$ cat config.mk
export PLATFORM = sky130hd
export DESIGN_NAME = seg_scan_decoder
export DESIGN_NICKNAME = d
export VERILOG_FILES = /design/src/rtl/seg_scan_pkg.sv /design/src/rtl/seg_scan_decoder_seg7.sv /design/src/rtl/seg_scan_decoder.sv
export SDC_FILE = /design/constraint.sdc
export NUM_CORES = 1
export LEC_CHECK = 0
export BUFFER_PORTS_ARGS = -buffer_cell sky130_fd_sc_hd__buf_2
export CELL_PAD_IN_SITES_DETAIL_PLACEMENT = 1
export CELL_PAD_IN_SITES_GLOBAL_PLACEMENT = 2
export CORE_MARGIN = 2
export CORE_UTILIZATION = 38
export CTS_CLUSTER_SIZE = 40
export DETAILED_ROUTE_END_ITERATION = 10
export PLACE_DENSITY_LB_ADDON = 0.08
export SYNTH_ARGS = -nofsm -noshare
export SYNTH_HDL_FRONTEND = slang
export SYNTH_SLANG_ARGS = --single-unit
$ cat constraint.sdc
create_clock -name clk -period 2.4 [get_ports clk]
set_input_delay 0.48 -clock clk [delete_from_list [all_inputs] [get_ports clk]]
set_output_delay 0.48 -clock clk [all_outputs]
set_load 0.05 [all_outputs]
$ cat src/rtl/seg_scan_pkg.sv
// Shared constants and types for the seven-segment scan decoder.
// Segment codes are active-high, bit 6 = segment A down to bit 0 = segment G.
package seg_scan_pkg;

    localparam int NUM_DIGITS = 8;
    localparam int DIGIT_W    = 4;

    localparam logic [6:0] SEG_0 = 7'b1111110;
    localparam logic [6:0] SEG_1 = 7'b0110000;
    localparam logic [6:0] SEG_2 = 7'b1101101;
    localparam logic [6:0] SEG_3 = 7'b1111001;
    localparam logic [6:0] SEG_4 = 7'b0110011;
    localparam logic [6:0] SEG_5 = 7'b1011011;
    localparam logic [6:0] SEG_6 = 7'b1011111;
    localparam logic [6:0] SEG_7 = 7'b1110000;
    localparam logic [6:0] SEG_8 = 7'b1111111;
    localparam logic [6:0] SEG_9 = 7'b1111011;
    localparam logic [6:0] SEG_A = 7'b1110111;
    localparam logic [6:0] SEG_B = 7'b0011111;
    localparam logic [6:0] SEG_C = 7'b1001110;
    localparam logic [6:0] SEG_D = 7'b0111101;
    localparam logic [6:0] SEG_E = 7'b1001111;
    localparam logic [6:0] SEG_F = 7'b1000111;

    typedef enum logic [1:0] {
        WAIT  = 2'd0,
        CHECK = 2'd1,
        HOLD  = 2'd2
    } state_t;

endpackage

$ cat src/rtl/seg_scan_decoder_seg7.sv
// Combinational seven-segment to hex decoder; flags codes outside the 0..F set.
module seg7_to_hex
    import seg_scan_pkg::*;
(
    input  logic [6:0]         code,
    output logic [DIGIT_W-1:0] value,
    output logic               legal
);

    always_comb begin
        value = '0;
        legal = 1'b1;
        case (code)
            SEG_0:   value = 4'h0;
            SEG_1:   value = 4'h1;
            SEG_2:   value = 4'h2;
            SEG_3:   value = 4'h3;
            SEG_4:   value = 4'h4;
            SEG_5:   value = 4'h5;
            SEG_6:   value = 4'h6;
            SEG_7:   value = 4'h7;
            SEG_8:   value = 4'h8;
            SEG_9:   value = 4'h9;
            SEG_A:   value = 4'hA;
            SEG_B:   value = 4'hB;
            SEG_C:   value = 4'hC;
            SEG_D:   value = 4'hD;
            SEG_E:   value = 4'hE;
            SEG_F:   value = 4'hF;
            default: legal = 1'b0;
        endcase
    end

endmodule

$ cat src/rtl/seg_scan_decoder.sv
// Passive monitor recovering eight hex digits from a multiplexed 7-segment bus.
// Optional macro SEG_SCAN_ERR_COUNT_EN adds a saturating 8-bit err_count output.
module seg_scan_decoder
    import seg_scan_pkg::*;
#(
    parameter int STABLE_CYCLES = 4
) (
    input  logic               clk,
    input  logic               reset,
    input  logic               segA,
    input  logic               segB,
    input  logic               segC,
    input  logic               segD,
    input  logic               segE,
    input  logic               segF,
    input  logic               segG,
    input  logic               an0,
    input  logic               an1,
    input  logic               an2,
    input  logic               an3,
    input  logic               an4,
    input  logic               an5,
    input  logic               an6,
    input  logic               an7,
    input  logic [2:0]         sel,
    output logic [DIGIT_W-1:0] num,
    output logic               num_valid,
    output logic               cap_pulse,
    output logic [2:0]         cap_sel,
    output logic               frame_done,
    output logic               err_pulse
`ifdef SEG_SCAN_ERR_COUNT_EN
    ,
    output logic [7:0]         err_count
`endif
);

    localparam int CNT_W = $clog2(STABLE_CYCLES + 1);
    localparam logic [CNT_W-1:0] CNT_MAX  = CNT_W'(STABLE_CYCLES);
    localparam logic [CNT_W-1:0] CNT_FIRE = CNT_W'(STABLE_CYCLES - 1);

    logic [14:0]           bus_raw;
    logic [14:0]           sync1_reg;
    logic [14:0]           sync2_reg;
    logic [14:0]           snap_reg;
    logic [CNT_W-1:0]      cnt_reg;
    state_t                state_reg;
    logic [NUM_DIGITS-1:0] valid_reg;
    logic [NUM_DIGITS-1:0] seen_reg;
    logic                  cap_pulse_reg;
    logic                  err_pulse_reg;
    logic                  frame_done_reg;
    logic [2:0]            cap_sel_reg;

    logic                  changed;
    logic [6:0]            snap_code;
    logic [NUM_DIGITS-1:0] snap_an;
    logic [DIGIT_W-1:0]    seg_value;
    logic                  seg_legal;
    logic                  one_hot;
    logic [2:0]            idx;
    logic                  cap_wr;
    logic                  bad_seg;
    logic                  multi;
    logic                  seen_full;
    logic [NUM_DIGITS-1:0] cap_mask;
    logic [DIGIT_W-1:0]    digit_q [NUM_DIGITS];

    assign bus_raw = {segA, segB, segC, segD, segE, segF, segG,
                      an7, an6, an5, an4, an3, an2, an1, an0};

    // Looking at the sample about to enter sync2 lets cnt count the cycles the
    // synchronized vector has already held, so the window ends S cycles in.
    assign changed = (sync1_reg != sync2_reg);

    // The stable pattern is snapshotted on entry to CHECK, so a change landing
    // right at the end of the window cannot corrupt the classification.
    assign snap_code = ~snap_reg[14:8];
    assign snap_an   = ~snap_reg[7:0];

    seg7_to_hex u_dec (
        .code  (snap_code),
        .value (seg_value),
        .legal (seg_legal)
    );

    always_comb begin
        idx = '0;
        for (int i = 0; i < NUM_DIGITS; i++) begin
            if (snap_an[i]) idx = 3'(i);
        end
    end

    assign one_hot   = (snap_an != '0) && ((snap_an & (snap_an - 1'b1)) == '0);
    assign cap_wr    = (state_reg == CHECK) && one_hot && seg_legal;
    assign bad_seg   = (state_reg == CHECK) && one_hot && !seg_legal;
    assign multi     = (state_reg == CHECK) && !one_hot && (snap_an != '0);
    assign seen_full = &seen_reg;
    assign cap_mask  = cap_wr ? (NUM_DIGITS'(1) << idx) : '0;

    always_ff @(posedge clk or negedge reset) begin
        if (!reset) begin
            sync1_reg      <= '1;
            sync2_reg      <= '1;
            snap_reg       <= '1;
            cnt_reg        <= '0;
            state_reg      <= WAIT;
            valid_reg      <= '0;
            seen_reg       <= '0;
            cap_pulse_reg  <= 1'b0;
            err_pulse_reg  <= 1'b0;
            frame_done_reg <= 1'b0;
            cap_sel_reg    <= '0;
        end else begin
            sync1_reg <= bus_raw;
            sync2_reg <= sync1_reg;

            if (changed)
                cnt_reg <= '0;
            else if (cnt_reg != CNT_MAX)
                cnt_reg <= cnt_reg + 1'b1;

            cap_pulse_reg  <= cap_wr;
            err_pulse_reg  <= bad_seg || multi;
            frame_done_reg <= seen_full;
            seen_reg       <= (seen_full ? '0 : seen_reg) | cap_mask;

            if (cap_wr) begin
                valid_reg[idx] <= 1'b1;
                cap_sel_reg    <= idx;
            end else if (bad_seg) begin
                valid_reg[idx] <= 1'b0;
            end

            case (state_reg)
                WAIT: begin
                    if (cnt_reg == CNT_FIRE) begin
                        state_reg <= CHECK;
                        snap_reg  <= sync2_reg;
                    end
                end
                CHECK: begin
                    // A new pattern already under way must get its own window.
                    if (changed || (sync2_reg != snap_reg))
                        state_reg <= WAIT;
                    else
                        state_reg <= HOLD;
                end
                HOLD: begin
                    if (changed) state_reg <= WAIT;
                end
                default: state_reg <= WAIT;
            endcase
        end
    end

    for (genvar gi = 0; gi < NUM_DIGITS; gi++) begin : g_digit
        logic [DIGIT_W-1:0] digit_reg;

        always_ff @(posedge clk or negedge reset) begin
            if (!reset)
                digit_reg <= '0;
            else if (cap_wr && (idx == 3'(gi)))
                digit_reg <= seg_value;
        end

        assign digit_q[gi] = digit_reg;
    end

`ifdef SEG_SCAN_ERR_COUNT_EN
    logic [7:0] err_count_reg;

    always_ff @(posedge clk or negedge reset) begin
        if (!reset)
            err_count_reg <= '0;
        else if ((bad_seg || multi) && (err_count_reg != 8'hFF))
            err_count_reg <= err_count_reg + 8'd1;
    end

    assign err_count = err_count_reg;
`endif

    assign num        = digit_q[sel];
    assign num_valid  = valid_reg[sel];
    assign cap_pulse  = cap_pulse_reg;
    assign err_pulse  = err_pulse_reg;
    assign frame_done = frame_done_reg;
    assign cap_sel    = cap_sel_reg;

endmodule
==> impl_metrics.csv, run 1 <==
group,metric,value,unit
finish,area_growth,24.6,%
clock_tree,cts_max_level,3,
power,vdd_drop_max,487,µV
placed_design,gp_congestion,0.787,
logic_synthesis,yosysWarnings,0,
clock_tree,clk_path_buf_depth,2,
logic_synthesis,syn_area_per_cell,12.4,µm²
placed_design,numPortBuffers,30,
run,cap_violations,0,
critical_path,crit_type,"reg -> reg",
drt,drt_wl_total,13.0,mm
clock_tree,numCtsBuffers,9,
floorplan,core_area,13200,µm²
floorplan,die_height,120,µm
critical_path,worstPathArrival,2.59,ns
finish,stdcell_area,6390,µm²
floorplan,initial_utilization,0.389,
drt,firstDrtPassIters,4,
placed_design,dp_hpwl,9.72,mm
sta,max_slew_margin,0.624,
clock_tree,clock_latency,0.36,ns
logic_synthesis,synth_edf_count,0,
logic_synthesis,synth_area,5130,µm²
global_route,grt_pass1_vias,3831,
sta,hold_viol,0,
critical_path,cp.required,2.64,ns
power,powerDensity,518,nW/µm²
floorplan,die-area,14400,µm²
logic_synthesis,syn_inst,415,
drt,wl_per_cell,18.7,µm
sta,drv_slew,0,
clock_tree,cts-root-buf,"clkbuf_16",
sta,period_needed,2.35,ns
min_path,min_path_type,"in -> async",
floorplan,die_w,120,µm
finish,nNetsFinal,537,
critical_path,startpoint_type,"register",
sta,worstMarginPinSlew,0.564,ns
placed_design,dp_slack,-0.00271,ns
global_route,antenna_found_initial,0,
floorplan,ios,31,
clock_tree,clkTransAtPathRegs,0.07,ns
clock_tree,clock_sinks,104,
logic_synthesis,yosysUniqueCellTypes,63,
status,status,"finished, final reports clean",
global_route,track_usage,0.193,
logic_synthesis,async_flop_share,1.00,
sta,report.final.setup_viol,0,
finish,layout-drive-gt1-share,0.449,
sta,worst_slack,0.0502,ns
drt,drc,0,
clock_tree,cts_tree,"built",
logic_synthesis,synth_seq_cells,104,
global_route,grt_overflow_total,0,
logic_synthesis,synthesis.nets,438,
logic_synthesis,ys.flop_type,"dfrtp_1",
drt,routed_via_density,5.18,
placed_design,postPlaceCellArea,5960,µm²
logic_synthesis,ys_seq_area_frac,0.519,
critical_path,worst-path-max-fanout,6,
global_route,grt_pass1_wl,21.0,mm
sta,fin_crit_sh,0.979,
critical_path,cp-end-kind,"register",
sta,skew,0.00876,ns
finish,n_antenna_cell,0,
global_route,grt_max_degree,40,
sta,max_freq,426,MHz
finish,finalCoreUtilization,0.484,
finish,largest_reg_flops,32,
drt,drt_iter0_drc,96,
drt,vias,3603,
power,power_leakage,2.96,nW
floorplan,rows,42,
drt,final_antenna_net_count,0,
cell usage in the layout, fill, tap and decap left out, types with 3 or more instances in the layout:
cell        n
buf_4      69
nor2b_1    11
clkbuf_16   9
buf_12      7
buf_2      29
nor3_1      9
a31oi_2     3
nand3_1     9
or3_1       3
nand2b_1    8
nor2_1     11
a21o_1     13
o211ai_1    5
and3_1      6
a31oi_4     4
mux2_2     34
inv_1      22
o22ai_1     3
dfrtp_1    59
o311ai_0    4
o21ai_0    18
nand4_1     7
nor4_1      8
xor2_1     30
dfstp_2    45
ha_1        3
or2_2       3
nand2_1    12
mux4_2     10
clkbuf_1    4
a21oi_1     4
synth_stat cells, drive strengths merged, types with 3 or more instances:
library cell  count  share of area
nand2b            8         0.0098
a31oi             9          0.021
buf              14          0.016
and4              3         0.0051
mux4             10          0.044
ha                3         0.0073
nand4             7         0.0085
dfstp            45           0.23
nor2b            11          0.013
nand3             9         0.0088
o31ai             3         0.0054
xor2             30          0.051
and3              6         0.0073
mux2             36          0.079
inv              22          0.016
o211ai            5         0.0073
o311ai            5         0.0085
nor3             10         0.0098
dfrtp            59           0.29
a21oi             4         0.0039
o22ai             3         0.0037
nor2             11         0.0081
o21ai            19          0.019
a21o             13          0.019
clkbuf            6         0.0044
nor4              8         0.0098
or2               3         0.0037
nand2            13         0.0095
or3               3         0.0037
nor3b             4         0.0059
cell type report:
cell class | count | area (µm²)
clock buffer | 14 | 254
clock inverter | 2 | 15.0
fill | 1437 | 6800
inverter | 22 | 82.6
multi-input combinational | 269 | 2330
sequential | 104 | 2660
tap | 176 | 220
timing repair buffer | 108 | 825
cells by family after synthesis:
group	share of synthesized area
flip-flops	0.519
AND/OR/NAND/NOR	0.113
AO/OA/AOI/OAI	0.143
multiplexers	0.127
buffers and inverters	0.0366
XOR/XNOR	0.0547
adder cells (fa/ha/maj)	0.00732
worst max-delay path, stage by stage (launching register included):
cell      delay, ns
dfstp_2        0.59
clkbuf_2       0.18
buf_4          0.14
and4_2         0.27
buf_4          0.13
nand4b_1       0.21
a31oi_4        0.33
mux2_2         0.37
per-layer routing:
| layer | wire, µm | vias up | track usage |
|---|---|---|---|
| met5 | 0 | - | 0 |
| met4 | 211 | 0 | 0.0625 |
| met3 | 248 | 14 | 0.0366 |
| met2 | 6630 | 34 | 0.334 |
| met1 | 5890 | 1828 | 0.244 |
| li1 | - | 1727 | - |
repair_timing:
action / in CTS / in global routing
gates resized for setup: 2 / 9
hold buffers: 0 / 0
pin swaps: 1 / 5
endpoints found under the hold margin: 0 / 0
endpoints found under the setup margin: 6 / 18
setup buffers: 2 / 13
report_power, final:
part	leakage, nW	switching [mW]	total (mW)	internal (mW)
sequential	1.29	0.0238	1.83	1.80
combinational	1.54	0.0669	0.112	0.0455
clock	0.131	0.636	1.37	0.737
total	2.96	0.726	3.31	2.58
per-stage QoR:
stage	cells	total power [mW]	setup TNS (ns)	hold slack [ns]
after floorplan	415	1.89	0	0.184
after global placement	664	1.97	-0.00270	0.361
after detailed placement	664	1.97	-0.00395	0.363
after CTS	682	3.38	0	0.122
after global routing	695	3.43	-0.0328	0.148
final	695	3.31	0	0.108
path summary, 6_finish.rpt:
path,start,endpoint,slack [ns],cells after the start
min,reset,asynchronous set/reset pin,0.11,1
min in group clk,segA,sync1_reg[14],0.22,1
max in group asynchronous,reset,sync2_reg[2],1.65,2
max,snap_reg[5],g_digit[7].digit_reg[2],0.05,7
min reg2reg,sync1_reg[12],sync2_reg[12],0.37,0
max reg2reg,snap_reg[5],g_digit[7].digit_reg[2],0.05,7
Note: power is estimated with default switching activity, not from simulation.
==> run 2, diff against run 1 <==
- SETUP_SLACK_MARGIN: unset -> 0.1
==> impl_metrics.csv, run 2 (synthesis results as in run 1) <==
group,metric,value,unit
sta,hold_viol,0,
finish,layout-drive-gt1-share,0.504,
sta,drv_slew,0,
critical_path,crit_type,"reg -> reg",
global_route,grt_overflow_total,0,
finish,n_antenna_cell,0,
critical_path,max_stage_delay,0.62,ns
sta,report.final.setup_viol,0,
drt,firstDrtPassIters,4,
floorplan,ios,31,
placed_design,numPortBuffers,30,
clock_tree,cts-root-buf,"clkbuf_16",
sta,skew,0.00865,ns
clock_tree,clkTransAtPathRegs,0.07,ns
drt,final_antenna_net_count,0,
drt,vias,3729,
global_route,antenna_found_initial,0,
finish,layout.cells.non_filler,716,
critical_path,cp-end-kind,"register",
finish,finalCoreUtilization,0.509,
finish,final_cell_mix,"buf_4 (87), dfrtp_1 (59), dfstp_2 (44)",
drt,drc,0,
floorplan,rows,42,
critical_path,r2r_cells,6,
finish,layout_commonest_cell,"buf_4",
sta,max_freq,439,MHz
clock_tree,clk_path_buf_depth,2,
critical_path,worst-path-max-fanout,7,
clock_tree,cts_tree,"built",
global_route,grt_pass1_wl,21.9,mm
clock_tree,cts_hold_buf,0,
sta,hold_slack,0.0686,ns
status,status,"finished, final reports clean",
power,vdd_drop_max,442,µV
global_route,grt_max_degree,48,
sta,fin_crit_sh,0.950,
critical_path,cp.required,2.64,ns
power,powerDensity,494,nW/µm²
floorplan,die-area,14400,µm²
sta,rsz0062_at_grt,"yes",
power,power_leakage,3.13,nW
min_path,min_path_type,"in -> async",
critical_path,r2r_slack,0.12,ns
clock_tree,clock_latency,0.36,ns
clock_tree,numCtsBuffers,9,
sta,fin_setup_tns,0,ns
sta,max_slew_margin,0.632,
placed_design,dp_hpwl,9.75,mm
floorplan,die_w,120,µm
critical_path,reg2reg_from,"snap_reg[7]",
critical_path,worstPathArrival,2.52,ns
sta,period_needed,2.28,ns
floorplan,core_area,13200,µm²
floorplan,die_height,120,µm
finish,area_growth,30.9,%
critical_path,slowest_stage,"dfstp_2",
finish,largest_reg_flops,32,
placed_design,gp_congestion,0.840,
run,cap_violations,0,
global_route,grt_pass1_vias,3969,
drt,drt_iter0_drc,152,
critical_path,worstReg2RegEnd,"g_digit[0].digit_reg[2]",
drt,wl_per_cell,19.2,µm
critical_path,startpoint_type,"register",
critical_path,crit_top_cell,"nand4_1",
drt,drt_wl_total,13.7,mm
floorplan,initial_utilization,0.389,
drt,routed_via_density,5.21,
global_route,track_usage,0.202,
critical_path,cp_cell_sequence,"nand4_1, buf_4, nor3_2, nand4_1, a311oi_4, mux2_4",
finish,nNetsFinal,558,
clock_tree,clock_sinks,104,
finish,fillers,1379,
sta,worstMarginPinSlew,0.551,ns
clock_tree,cts_max_level,3,
placed_design,numPlacedInstances,655,
run 2: critical path, delay by kind of cell (launching register included):
kind | cells | cell delay (ns)
AOI/OAI and AO/OA | 1 | 0.38
buffers and inverters | 1 | 0.20
DFF | 1 | 0.62
muxes | 1 | 0.34
and+or+nand+nor | 3 | 0.62
run 2: how the worst max path moves through the flow:
stage / depth (start not counted) / endpoint / start / slack (ns)
final: 6 / g_digit[0].digit_reg[2] / snap_reg[7] / 0.12
after global routing: 6 / g_digit[0].digit_reg[2] / snap_reg[5] / 0.04
after CTS: 7 / cap_sel[2] / snap_reg[5] / 0.09
after detailed placement: 5 / g_digit[5].digit_reg[2] / snap_reg[5] / 0.02
after global placement: 6 / g_digit[3].digit_reg[3] / snap_reg[2] / 0.05
after floorplan: 7 / g_digit[0].digit_reg[2] / snap_reg[9] / 0.11
run 2: report_power, final:
group          internal, mW  switching (mW)
registers              1.80          0.0243
logic                0.0416          0.0646
clock network         0.735           0.645
total                  2.58           0.734
run 2: layout make-up:
cell class	count	area (µm²)	area share
multi-input combinational	269	2460	0.367
sequential	104	2660	0.397
timing repair buffer	129	1010	0.151
tap	176	220	0.0328
clock inverter	2	13.8	0.00205
inverter	22	82.6	0.0123
clock buffer	14	254	0.0379
run 2: timing repair:
item | 4_1_cts | 5_1_grt
cloned | 0 | 2
pin swaps | 5 | 13
resized for setup | 9 | 46
endpoints found under the setup margin | 23 | 30
buffers inserted | 19 | 26
run 2: metrics by stage:
step                power, mW  setup WS [ns]  area (µm²)
finish                   3.31          0.120        6710
global route             3.44         0.0439        6710
CTS                      3.38         0.0948        6290
detailed placement       1.97         0.0176        5860
global placement         1.96         0.0487        5860
floorplan                1.89          0.105        5130
run 2: per-layer routing:
layer | vias to the layer above | track usage | part of all wire
met4 | 0 | 0.0654 | 0.015
met3 | 14 | 0.0371 | 0.029
met5 | - | 0 | 0
met2 | 53 | 0.340 | 0.52
li1 | 1764 | - | -
met1 | 1898 | 0.263 | 0.44
